<file path="src/rtl/snake_control.sv">
// Sequencing FSM for the snake datapath: clear, init, draw, food, wait, move/shift, erase, check, dead.
// Latency: strobes are registered Moore outputs, valid in the same cycle as the state they decode.
// Backpressure: none; the datapath is slaved to the strobes, WAIT paces play on the move tick.
//
// Ports: clk, rst (async, active-low); go starts/restarts; key_up/down/left/right set the
// pending heading; isDead/inc_length come back from the datapath. Outputs are the datapath
// load/draw/address strobes, cnt_status (pixel 0..15 of a 4x4 cell), dir (heading) and length.
// Optional feature macro: SNAKE_ANTI_REVERSE_EN drops key requests that reverse the heading.
module snake_control #(
    parameter int INIT_LEN    = 4,
    parameter int MAX_LEN     = 2047,
    parameter int TICK_CYCLES = 5_000_000
) (
    input  logic        clk,
    input  logic        rst,
    input  logic        go,
    input  logic        key_up,
    input  logic        key_down,
    input  logic        key_left,
    input  logic        key_right,
    input  logic        isDead,
    input  logic        inc_length,
    output logic        reset_ram,
    output logic        ld_head,
    output logic        ld_q_def,
    output logic        inc_address,
    output logic        rst_address,
    output logic        draw_q,
    output logic        draw_curr,
    output logic        food_en,
    output logic        check_inc,
    output logic        lock,
    output logic        update_head,
    output logic        ld_head_into_prev,
    output logic        ld_q_into_curr,
    output logic        ld_prev_into_q,
    output logic        ld_curr_into_prev,
    output logic [3:0]  cnt_status,
    output logic [2:0]  dir,
    output logic [10:0] length
);

    typedef enum logic [4:0] {
        S_IDLE, S_CLEAR, S_INIT_HEAD, S_INIT_Q,
        S_DRAW_RST, S_FETCH, S_PIX, S_DRAW_INC,
        S_FOOD, S_WAIT, S_MOVE,
        S_SH_READ, S_SH_LATCH, S_SH_WRITE,
        S_ERASE, S_CHECK, S_DEAD
    } state_t;

    localparam logic [2:0]  DIR_UP    = 3'b100;  // -y
    localparam logic [2:0]  DIR_DOWN  = 3'b110;  // +y
    localparam logic [2:0]  DIR_LEFT  = 3'b000;  // -x
    localparam logic [2:0]  DIR_RIGHT = 3'b001;  // +x
    localparam logic [10:0] INIT_LEN_W = 11'(INIT_LEN);
    localparam logic [10:0] MAX_LEN_W  = 11'(MAX_LEN);
    localparam logic [31:0] TICK_LAST  = 32'(TICK_CYCLES - 1);

    state_t      state, state_nxt;
    logic [10:0] cnt, cnt_nxt;     // shared cycle counter: CLEAR, INIT_Q and pixel sweeps
    logic [10:0] seg, seg_nxt;     // mirrors the datapath segment address
    logic [31:0] tick_cnt;
    logic        tick_last;
    logic        dead_pend;        // isDead seen at the end of a PIX sweep
    logic [2:0]  pending;
    logic [2:0]  key_dir;
    logic        key_vld;
    logic        is_reverse;
    logic        key_ok;

    assign tick_last = (tick_cnt == TICK_LAST);

    // Key decode, fixed priority up > down > left > right.
    always_comb begin
        key_dir = pending;
        key_vld = 1'b1;
        if (key_up)         key_dir = DIR_UP;
        else if (key_down)  key_dir = DIR_DOWN;
        else if (key_left)  key_dir = DIR_LEFT;
        else if (key_right) key_dir = DIR_RIGHT;
        else                key_vld = 1'b0;
    end

`ifdef SNAKE_ANTI_REVERSE_EN
    // Same axis (bit 2 equal) with opposite sign: bit 1 for y, bit 0 for x.
    assign is_reverse = (key_dir[2] == dir[2]) &&
                        (key_dir[2] ? (key_dir[1] != dir[1]) : (key_dir[0] != dir[0]));
`else
    assign is_reverse = 1'b0;
`endif

    assign key_ok = key_vld && !is_reverse;

    always_comb begin
        state_nxt = state;
        cnt_nxt   = cnt;
        seg_nxt   = seg;
        case (state)
            S_IDLE: begin
                if (go) begin
                    state_nxt = S_CLEAR;
                    cnt_nxt   = '0;
                end
            end
            S_CLEAR: begin
                if (cnt == 11'd2047) begin
                    state_nxt = S_INIT_HEAD;
                    cnt_nxt   = '0;
                end else begin
                    cnt_nxt = cnt + 11'd1;
                end
            end
            S_INIT_HEAD: begin
                state_nxt = S_INIT_Q;
                cnt_nxt   = '0;
            end
            S_INIT_Q: begin
                if (cnt == INIT_LEN_W - 11'd1) state_nxt = S_DRAW_RST;
                else                           cnt_nxt   = cnt + 11'd1;
            end
            S_DRAW_RST: begin
                state_nxt = S_FETCH;
                seg_nxt   = '0;
            end
            S_FETCH: begin
                state_nxt = S_PIX;
                cnt_nxt   = '0;
            end
            S_PIX: begin
                if (cnt[3:0] == 4'd15) state_nxt = S_DRAW_INC;
                else                   cnt_nxt   = cnt + 11'd1;
            end
            S_DRAW_INC: begin
                if (dead_pend) begin
                    state_nxt = S_DEAD;
                end else if (seg == length - 11'd1) begin
                    state_nxt = S_FOOD;
                    cnt_nxt   = '0;
                end else begin
                    state_nxt = S_FETCH;
                    seg_nxt   = seg + 11'd1;
                end
            end
            S_FOOD: begin
                if (cnt[3:0] == 4'd15) state_nxt = S_WAIT;
                else                   cnt_nxt   = cnt + 11'd1;
            end
            S_WAIT: begin
                // Only a tick that lands while waiting counts; earlier ticks are lost.
                if (tick_last) state_nxt = S_MOVE;
            end
            S_MOVE: begin
                state_nxt = S_SH_READ;
                seg_nxt   = '0;
            end
            S_SH_READ:  state_nxt = S_SH_LATCH;
            S_SH_LATCH: state_nxt = S_SH_WRITE;
            S_SH_WRITE: begin
                if (seg == length - 11'd1) begin
                    state_nxt = S_ERASE;
                    cnt_nxt   = '0;
                end else begin
                    state_nxt = S_SH_READ;
                    seg_nxt   = seg + 11'd1;
                end
            end
            S_ERASE: begin
                if (cnt[3:0] == 4'd15) state_nxt = S_CHECK;
                else                   cnt_nxt   = cnt + 11'd1;
            end
            S_CHECK: state_nxt = isDead ? S_DEAD : S_DRAW_RST;
            S_DEAD: begin
                if (go) begin
                    state_nxt = S_CLEAR;
                    cnt_nxt   = '0;
                end
            end
            default: state_nxt = S_IDLE;
        endcase
    end

    always_ff @(posedge clk or negedge rst) begin
        if (!rst) begin
            state             <= S_IDLE;
            cnt               <= '0;
            seg               <= '0;
            tick_cnt          <= '0;
            dead_pend         <= 1'b0;
            pending           <= DIR_UP;
            dir               <= DIR_UP;
            length            <= '0;
            reset_ram         <= 1'b0;
            ld_head           <= 1'b0;
            ld_q_def          <= 1'b0;
            inc_address       <= 1'b0;
            rst_address       <= 1'b0;
            draw_q            <= 1'b0;
            draw_curr         <= 1'b0;
            food_en           <= 1'b0;
            check_inc         <= 1'b0;
            lock              <= 1'b0;
            update_head       <= 1'b0;
            ld_head_into_prev <= 1'b0;
            ld_q_into_curr    <= 1'b0;
            ld_prev_into_q    <= 1'b0;
            ld_curr_into_prev <= 1'b0;
            cnt_status        <= '0;
        end else begin
            state    <= state_nxt;
            cnt      <= cnt_nxt;
            seg      <= seg_nxt;
            tick_cnt <= tick_last ? '0 : tick_cnt + 32'd1;

            // A fresh game starts heading -y unless a key is down right then.
            if (key_ok)                     pending <= key_dir;
            else if (state == S_INIT_HEAD)  pending <= DIR_UP;

            // dir follows pending only on entry to MOVE: one heading change per move.
            if (state == S_INIT_HEAD)       dir <= DIR_UP;
            else if (state_nxt == S_MOVE)   dir <= pending;

            if (state == S_INIT_HEAD)
                length <= INIT_LEN_W;
            else if (state == S_CHECK && inc_length && length < MAX_LEN_W)
                length <= length + 11'd1;

            if (state == S_DRAW_RST)
                dead_pend <= 1'b0;
            else if (state == S_PIX && cnt[3:0] == 4'd15 && isDead)
                dead_pend <= 1'b1;

            // Decode from the next state so each strobe lines up with its state.
            reset_ram         <= (state_nxt == S_CLEAR);
            ld_head           <= (state_nxt == S_INIT_HEAD);
            ld_q_def          <= (state_nxt == S_INIT_Q);
            inc_address       <= (state_nxt == S_CLEAR)    || (state_nxt == S_INIT_Q) ||
                                 (state_nxt == S_DRAW_INC) || (state_nxt == S_SH_WRITE);
            rst_address       <= (state_nxt == S_INIT_HEAD) || (state_nxt == S_DRAW_RST) ||
                                 (state_nxt == S_MOVE);
            draw_q            <= (state_nxt == S_PIX);
            draw_curr         <= (state_nxt == S_ERASE);
            food_en           <= (state_nxt == S_FOOD);
            check_inc         <= (state_nxt == S_CHECK);
            lock              <= (state_nxt == S_WAIT);
            update_head       <= (state_nxt == S_MOVE);
            ld_head_into_prev <= (state_nxt == S_MOVE);
            ld_q_into_curr    <= (state_nxt == S_SH_LATCH);
            ld_prev_into_q    <= (state_nxt == S_SH_WRITE);
            ld_curr_into_prev <= (state_nxt == S_SH_WRITE);
            cnt_status        <= ((state_nxt == S_PIX) || (state_nxt == S_FOOD) ||
                                  (state_nxt == S_ERASE)) ? cnt_nxt[3:0] : 4'd0;
        end
    end

endmodule
</file>
<file path="config.mk">
export PLATFORM = sky130hd
export DESIGN_NAME = snake_control
export DESIGN_NICKNAME = d
export VERILOG_FILES = /design/src/rtl/snake_control.sv
export SDC_FILE = /design/constraint.sdc
export NUM_CORES = 1
export LEC_CHECK = 0
export ABC_CLOCK_PERIOD_IN_PS = 3500
export CAP_MARGIN = 0
export CORE_ASPECT_RATIO = 0.5
export CORE_MARGIN = 1
export CORE_UTILIZATION = 52
export CTS_CLUSTER_DIAMETER = 40
export DETAILED_ROUTE_END_ITERATION = 12
export PLACE_DENSITY_LB_ADDON = 0.08
export SETUP_SLACK_MARGIN = 0.15
export SYNTH_ARGS = -nofsm -noshare
export SYNTH_HDL_FRONTEND = slang
export SYNTH_SLANG_ARGS = --single-unit
</file>
<file path="constraint.sdc">
create_clock -name clk -period 3.5 [get_ports clk]
set_input_delay 0.35 -clock clk [delete_from_list [all_inputs] [get_ports clk]]
set_output_delay 0.35 -clock clk [all_outputs]
set_load 0.02 [all_outputs]
</file>
==> impl_metrics.prom, run 1 <==
# TYPE chip_impl_metric gauge
chip_impl_metric{name="htree_num_levels",unit=""} 3
chip_impl_metric{name="max_freq",unit="MHz"} 323
chip_impl_metric{name="power-per-cell-area",unit="nW/um2"} 555
chip_impl_metric{name="worstSkewPairLatency",unit="ps"} 340
chip_impl_metric{name="area_occupied_by_multi_input_gates",unit="um2"} 2610
chip_impl_metric{name="first_global_vias",unit=""} 3757
chip_impl_metric{name="hold_viol",unit=""} 0
chip_impl_info{name="ys_top_cells_by_area",value="sky130_fd_sc_hd__dfrtp_1 (45%), sky130_fd_sc_hd__xnor2_1 (6.0%), sky130_fd_sc_hd__nor2_1 (5.5%)"} 1
chip_impl_info{name="sequence_of_cells_on_the_critical_path",value="inv_1, ha_1, nor3b_2, nand2_1, a2111oi_0, o221ai_2, nor3_4, mux2_4, or2_4, and3b_1"} 1
chip_impl_metric{name="worst-slew-pin-transition",unit="ps"} 769
chip_impl_metric{name="drt-vias-per-instance",unit=""} 5.44
chip_impl_metric{name="syn-instance-count",unit=""} 547
chip_impl_metric{name="worst-endpoint-arrival",unit="ps"} 3370
chip_impl_metric{name="routed-via-count",unit=""} 3957
chip_impl_metric{name="first_pass_iters",unit=""} 4
chip_impl_metric{name="critical_path_required",unit="ps"} 3780
chip_impl_info{name="rsz0062_at_grt",value="false"} 1
chip_impl_metric{name="number_of_antenna_violations_at_the_first_check_in_global_routing",unit=""} 0
chip_impl_info{name="holdCritPathClass",value="in -> async"} 1
chip_impl_metric{name="starting_density_of_the_core",unit="%"} 53.9
chip_impl_metric{name="synth_top_cell_area_share",unit="%"} 44.9
chip_impl_metric{name="areaGrowthSynthToFinish",unit="%"} 17.4
chip_impl_info{name="tritoncts_clock_tree",value="built"} 1
chip_impl_metric{name="clock_period_minus_final_worst_setup_slack",unit="ps"} 3090
chip_impl_metric{name="route.detailed.wl_per_inst",unit="um"} 14.5
chip_impl_metric{name="io_pins",unit=""} 42
chip_impl_metric{name="grt_usage",unit="%"} 22.7
chip_impl_metric{name="synth-edff-count",unit=""} 0
chip_impl_info{name="cell_accounting_for_the_most_synthesized_area",value="sky130_fd_sc_hd__dfrtp_1"} 1
chip_impl_metric{name="finish.instance_area",unit="um2"} 6010
chip_impl_metric{name="cts.sink_count",unit=""} 94
chip_impl_metric{name="diodes",unit=""} 0
chip_impl_info{name="worst_setup_path_end_kind",value="flip-flop"} 1
chip_impl_metric{name="hpwlAfterDp",unit="um"} 7400
chip_impl_metric{name="postSynthNetCount",unit=""} 562
chip_impl_metric{name="cts_buffers",unit=""} 9
chip_impl_info{name="synth_top_flop_cell",value="sky130_fd_sc_hd__dfrtp_1"} 1
chip_impl_metric{name="power",unit="mW"} 3.34
chip_impl_info{name="worstSetupPathType",value="reg -> reg"} 1
chip_impl_metric{name="postSynthRegisterBits",unit=""} 94
chip_impl_metric{name="clk_transition_reported_paths",unit="ps"} 70
chip_impl_metric{name="final.period_utilization",unit="%"} 88.3
chip_impl_metric{name="final.hold.worst_slack",unit="ps"} 82.0
chip_impl_metric{name="die_height",unit="um"} 72.2
chip_impl_metric{name="rows",unit=""} 25
chip_impl_metric{name="grt_remaining_overflow",unit=""} 0
chip_impl_metric{name="dpl-instance-area",unit="um2"} 5670
chip_impl_metric{name="maxcap_viol_count",unit=""} 0
chip_impl_metric{name="finalSetupTns",unit="ps"} 0
chip_impl_metric{name="post_synthesis_sequential_area_ratio",unit="%"} 46.0
chip_impl_metric{name="design.core.area",unit="um2"} 9510
chip_impl_metric{name="yosys_warnings",unit=""} 0
chip_impl_metric{name="synthesized_area",unit="um2"} 5120
chip_impl_metric{name="asyncSetResetFlopFracSynth",unit="%"} 100
chip_impl_metric{name="postRouteAntennaNets",unit=""} 0
chip_impl_metric{name="power.static_leakage",unit="nW"} 2.59
chip_impl_metric{name="clock_skew",unit="ps"} 6.54
chip_impl_metric{name="portBuffers",unit=""} 41
chip_impl_metric{name="drc",unit=""} 0
chip_impl_metric{name="final-max-slew-violation-count",unit=""} 0
chip_impl_metric{name="synth.lib_cells_used.distinct",unit=""} 70
chip_impl_metric{name="peakVddDrop",unit="V"} 0.000340
chip_impl_metric{name="utilization",unit="%"} 63.2
chip_impl_metric{name="cts.path.max_buffers",unit=""} 2
chip_impl_metric{name="first_iter_violations",unit=""} 213
chip_impl_metric{name="grt_first_pass_wirelength",unit="um"} 18100
chip_impl_metric{name="drive_above_1_share",unit="%"} 8.78
chip_impl_metric{name="gp_routability_congestion",unit=""} 0.870
chip_impl_metric{name="nets",unit=""} 602
chip_impl_info{name="top_library_cells_by_usage_in_the_layout_fill_and_taps_aside",value="sky130_fd_sc_hd__dfrtp_1 (92), sky130_fd_sc_hd__nor2_1 (75), sky130_fd_sc_hd__nand2_1 (53)"} 1
chip_impl_info{name="layout_commonest_cell",value="sky130_fd_sc_hd__dfrtp_1"} 1
chip_impl_info{name="setup.worst_path.start_class",value="flip-flop"} 1
chip_impl_metric{name="ff_latch_area",unit="um2"} 2350
chip_impl_metric{name="num-fill-cells",unit=""} 807
chip_impl_metric{name="worst-path-max-fanout",unit=""} 9
chip_impl_metric{name="syn-mean-instance-area",unit="um2"} 9.37
chip_impl_metric{name="setup_violations",unit=""} 0
chip_impl_metric{name="die_x",unit="um"} 142
chip_impl_metric{name="critical-path-max-stage-delay",unit="ps"} 480
chip_impl_metric{name="timing.reg2reg.worst_path_depth",unit=""} 10
chip_impl_info{name="critical_path_slowest_stage_cell",value="sky130_fd_sc_hd__dfrtp_1"} 1
chip_impl_info{name="master_cell_of_the_clock_root_buffer",value="sky130_fd_sc_hd__clkbuf_16"} 1
chip_impl_metric{name="slew_headroom",unit="%"} 48.7
chip_impl_metric{name="floorplan.die_area",unit="um2"} 10300
chip_impl_metric{name="grt_start_max_net_pins",unit=""} 62
chip_impl_info{name="outcome",value="complete, no violations"} 1
chip_impl_metric{name="wirelength",unit="um"} 10600
-- synthesized netlist by cell type (3+ instances only) --
cell	instances
sky130_fd_sc_hd__and3_1	17
sky130_fd_sc_hd__xnor2_1	35
sky130_fd_sc_hd__nand2_1	53
sky130_fd_sc_hd__nor3b_1	5
sky130_fd_sc_hd__nor4_1	10
sky130_fd_sc_hd__nor3_1	14
sky130_fd_sc_hd__mux2i_1	4
sky130_fd_sc_hd__buf_1	3
sky130_fd_sc_hd__buf_2	3
sky130_fd_sc_hd__ha_1	6
sky130_fd_sc_hd__and4_1	5
sky130_fd_sc_hd__or3_1	5
sky130_fd_sc_hd__a31oi_1	7
sky130_fd_sc_hd__dfrtp_1	92
sky130_fd_sc_hd__inv_1	14
sky130_fd_sc_hd__and2_1	5
sky130_fd_sc_hd__nand3_1	21
sky130_fd_sc_hd__nor2b_1	10
sky130_fd_sc_hd__xor2_1	24
sky130_fd_sc_hd__nor4_2	3
sky130_fd_sc_hd__nand2b_1	9
sky130_fd_sc_hd__nand4_1	5
sky130_fd_sc_hd__nor2_1	75
sky130_fd_sc_hd__a21oi_1	18
sky130_fd_sc_hd__or4_1	3
sky130_fd_sc_hd__o21ai_0	25
sky130_fd_sc_hd__a22oi_1	3
sky130_fd_sc_hd__nand3b_1	5
sky130_fd_sc_hd__clkbuf_1	16
-- critical path: cells and delay by family, from the launching register on --
kind                     cells  cell delay (ps)
multiplexers                 1              380
AND/OR/NAND/NOR              5             1170
flip-flops                   1              480
AO/OA/AOI/OAI                2              730
buffers and inverters        1               90
adder cells (fa/ha/maj)      1              190
-- power by group --
group / internal, mW / switching [mW] / leakage, nW
sequential: 1.18 / 0.110 / 1.27
combinational: 0.410 / 0.587 / 1.16
clock: 0.628 / 0.422 / 0.152
total: 2.22 / 1.12 / 2.59
-- final cells by class --
cell class / count / area share (%)
multi-input combinational: 414 / 43.4
sequential: 94 / 39.2
timing repair buffer: 54 / 8.41
clock buffer: 9 / 3.75
tap: 135 / 2.81
clock inverter: 7 / 1.62
inverter: 14 / 0.874
-- metal layers --
layer / track usage, % / routed length (um)
met1: 32.0 / 5300
met2: 35.3 / 4790
met3: 5.41 / 364
met4: 5.73 / 101
met5: 0 / 0
-- registers in the layout, summed over array words and instances (netlist names), 3 cells and up --
signal,flops
seg,11
pending,3
tick_cnt,32
cnt_status,4
state,5
dir,3
length,11
cnt,11
-- repair_timing --
item | CTS | global route
setup buffers | 0 | 2
setup endpoints to repair | 0 | 6
hold buffers | 0 | 0
resized for setup | 0 | 1
-- per-stage QoR --
stage | std cells | setup slack [ps]
after floorplan | 547 | 451
after global placement | 709 | 380
after detailed placement | 709 | 326
after CTS | 725 | 300
after global routing | 727 | 119
final | 727 | 408
-- path summary, 6_finish.rpt --
check                             startpoint            to  slack, ps
worst max register to register     length[0]     draw_curr        410
worst max-delay path               length[0]     draw_curr        410
max in group asynchronous                rst    pending[2]       2590
min in group clk                tick_cnt[31]  tick_cnt[31]        480
worst min-delay path                     rst   tick_cnt[4]         80
worst min register to register  tick_cnt[31]  tick_cnt[31]        480
-- cell families after synthesis --
logic type               share of synthesized area, %
flip-flops                                       46.0
XOR/XNOR                                         10.1
buffers and inverters                            3.22
multiplexers                                     1.29
AO/OA/AOI/OAI                                    10.6
adder cells (fa/ha/maj)                          1.47
AND/OR/NAND/NOR                                  27.3
Power figures use the tool's default switching activity.
==> run 2, diff against run 1 <==
Settings changed: PLACE_DENSITY from default to 0.73, PLACE_DENSITY_LB_ADDON 0.08 to default.
==> impl_metrics.prom, run 2 (synthesized netlist as in run 1, its figures left out) <==
# TYPE chip_impl_metric gauge
chip_impl_metric{name="power.static_leakage",unit="nW"} 2.58
chip_impl_metric{name="first_pass_iters",unit=""} 4
chip_impl_metric{name="clkPwrFrac",unit="%"} 32.1
chip_impl_metric{name="worst-path-max-fanout",unit=""} 9
chip_impl_metric{name="critPathBufInv",unit=""} 1
chip_impl_metric{name="final-max-slew-violation-count",unit=""} 0
chip_impl_metric{name="htree_num_levels",unit=""} 3
chip_impl_metric{name="power.combinational.fraction",unit="%"} 29.1
chip_impl_metric{name="area_occupied_by_multi_input_gates",unit="um2"} 2620
chip_impl_metric{name="starting_density_of_the_core",unit="%"} 53.9
chip_impl_metric{name="grt_remaining_overflow",unit=""} 0
chip_impl_metric{name="nets",unit=""} 599
chip_impl_metric{name="grt_start_max_net_pins",unit=""} 76
chip_impl_metric{name="first_global_vias",unit=""} 3814
chip_impl_metric{name="route.detailed.wl_per_inst",unit="um"} 14.5
chip_impl_metric{name="first_iter_violations",unit=""} 173
chip_impl_metric{name="max_freq",unit="MHz"} 312
chip_impl_metric{name="peakVddDrop",unit="V"} 0.000468
chip_impl_metric{name="cts.sink_count",unit=""} 94
chip_impl_info{name="crit_family",value="simple AND/OR/NAND/NOR gates"} 1
chip_impl_metric{name="slew_headroom",unit="%"} 38.7
chip_impl_info{name="crit-reg2reg-capture",value="draw_curr"} 1
chip_impl_info{name="outcome",value="complete, no violations"} 1
chip_impl_metric{name="post-cts-setup-buffer-count",unit=""} 0
chip_impl_metric{name="postRouteAntennaNets",unit=""} 0
chip_impl_metric{name="internal_power",unit="mW"} 2.22
chip_impl_metric{name="diodes",unit=""} 0
chip_impl_metric{name="worst-endpoint-arrival",unit="ps"} 3490
chip_impl_metric{name="largest_reg_flops",unit=""} 32
chip_impl_metric{name="floorplan.die_area",unit="um2"} 10300
chip_impl_metric{name="power_switching",unit="mW"} 1.12
chip_impl_metric{name="die_height",unit="um"} 72.2
chip_impl_metric{name="num-fill-cells",unit=""} 810
chip_impl_metric{name="finalSetupTns",unit="ps"} 0
chip_impl_metric{name="p_sw_share",unit="%"} 33.5
chip_impl_metric{name="power.share.sequential",unit="%"} 38.8
chip_impl_metric{name="areaGrowthSynthToFinish",unit="%"} 17.2
chip_impl_metric{name="dpl-instance-area",unit="um2"} 5660
chip_impl_metric{name="critical_path_required",unit="ps"} 3780
chip_impl_metric{name="worst-slew-pin-transition",unit="ps"} 919
chip_impl_metric{name="design.core.area",unit="um2"} 9510
chip_impl_metric{name="routed-wl-met2",unit="um"} 5000
chip_impl_metric{name="clock_period_minus_final_worst_setup_slack",unit="ps"} 3210
chip_impl_metric{name="cts.path.max_buffers",unit=""} 2
chip_impl_info{name="master_cell_of_the_clock_root_buffer",value="sky130_fd_sc_hd__clkbuf_16"} 1
chip_impl_metric{name="met3WireLength",unit="um"} 465
chip_impl_metric{name="drc",unit=""} 0
chip_impl_metric{name="die_x",unit="um"} 142
chip_impl_info{name="holdCritPathClass",value="in -> async"} 1
chip_impl_info{name="r2r_path_start",value="length[0]"} 1
chip_impl_metric{name="r2r_setup_slack",unit="ps"} 290
chip_impl_metric{name="maxcap_viol_count",unit=""} 0
chip_impl_metric{name="clk_transition_reported_paths",unit="ps"} 70
chip_impl_metric{name="hpwlAfterDp",unit="um"} 7600
chip_impl_info{name="tritoncts_clock_tree",value="built"} 1
chip_impl_metric{name="wl_met1",unit="um"} 4930
chip_impl_metric{name="grt_first_pass_wirelength",unit="um"} 17900
chip_impl_metric{name="grt_usage",unit="%"} 22.2
chip_impl_metric{name="worstSkewPairLatency",unit="ps"} 340
chip_impl_metric{name="io_pins",unit=""} 42
chip_impl_info{name="layout_commonest_cell",value="sky130_fd_sc_hd__dfrtp_1"} 1
chip_impl_info{name="sequence_of_cells_on_the_critical_path",value="inv_1, ha_1, or3b_1, nor4_1, a22oi_1, a32o_2, nor3_4, mux2_4, or2_4, and3b_1"} 1
chip_impl_info{name="setup.worst_path.start_class",value="flip-flop"} 1
chip_impl_metric{name="final.period_utilization",unit="%"} 91.6
chip_impl_info{name="reg_with_most_ffs",value="tick_cnt"} 1
chip_impl_metric{name="power-per-cell-area",unit="nW/um2"} 556
chip_impl_metric{name="routed-via-count",unit=""} 4052
chip_impl_info{name="rsz0062_at_grt",value="true"} 1
chip_impl_metric{name="portBuffers",unit=""} 41
chip_impl_metric{name="clock_skew",unit="ps"} 7.74
chip_impl_metric{name="drive_above_1_share",unit="%"} 8.49
chip_impl_metric{name="number_of_antenna_violations_at_the_first_check_in_global_routing",unit=""} 0
chip_impl_metric{name="timing.reg2reg.worst_path_depth",unit=""} 10
chip_impl_metric{name="final.hold.worst_slack",unit="ps"} 132
chip_impl_metric{name="finish.instance_area",unit="um2"} 6010
chip_impl_metric{name="hold_viol",unit=""} 0
chip_impl_metric{name="setup_violations",unit=""} 0
chip_impl_info{name="worstSetupPathType",value="reg -> reg"} 1
chip_impl_info{name="highest-signal-layer",value="met4"} 1
chip_impl_metric{name="drt-vias-per-instance",unit=""} 5.60
chip_impl_metric{name="gp_routability_congestion",unit=""} 0.912
chip_impl_info{name="top_library_cells_by_usage_in_the_layout_fill_and_taps_aside",value="sky130_fd_sc_hd__dfrtp_1 (92), sky130_fd_sc_hd__nor2_1 (75), sky130_fd_sc_hd__nand2_1 (53)"} 1
chip_impl_metric{name="wirelength",unit="um"} 10500
chip_impl_info{name="worst_setup_path_end_kind",value="flip-flop"} 1
chip_impl_metric{name="ff_latch_area",unit="um2"} 2350
chip_impl_metric{name="rows",unit=""} 25
chip_impl_metric{name="cts_buffers",unit=""} 9
chip_impl_metric{name="critical-path-max-stage-delay",unit="ps"} 470
chip_impl_metric{name="cts_hold_buffers",unit=""} 0
chip_impl_info{name="critical_path_slowest_stage_cell",value="sky130_fd_sc_hd__dfrtp_1"} 1
-- run 2: repair_timing --
action,in CTS,in global routing
gates resized for setup,0,2
hold endpoints to repair,0,0
endpoints found under the setup margin,0,7
-- run 2: how the worst max path moves through the flow --
stage,start,end,depth (start not counted)
floorplan,length[0],draw_curr,11
global placement,length[0],draw_curr,10
detailed placement,length[0],rst_address,10
CTS,length[0],rst_address,10
global route,length[0],rst_address,10
finish,length[0],draw_curr,10
-- run 2: power groups by stage --
stage	combinational, mW	sequential [mW]	clock (mW)
final	0.970	1.30	1.07
after global routing	1.08	1.31	1.13
after CTS	0.971	1.29	1.09
after detailed placement	0.962	1.31	0
after global placement	0.948	1.31	0
after floorplan	0.689	1.30	0
-- run 2: metrics by stage --
step	util [%]	power, mW	cells	worst slack, ps
detailed placement	59.6	2.28	708	286
floorplan	-	1.99	547	451
finish	63.2	3.34	724	294
CTS	63.1	3.35	724	273
global placement	59.6	2.26	708	391
global route	63.2	3.52	724	132
-- run 2: layer usage --
layer,track usage [%],vias to the layer above
li1,-,1983
met1,28.9,1970
met2,37.8,90
met3,5.02,9
met4,6.21,0
met5,0,-
-- run 2: final cells by class --
class | count | share of cell area (%)
repair buffers | 51 | 8.04
flip-flops and latches | 94 | 39.2
inverters | 14 | 0.875
clock inverters | 6 | 1.56
well taps | 135 | 2.81
clock buffers | 10 | 3.98
multi-input cells | 414 | 43.5
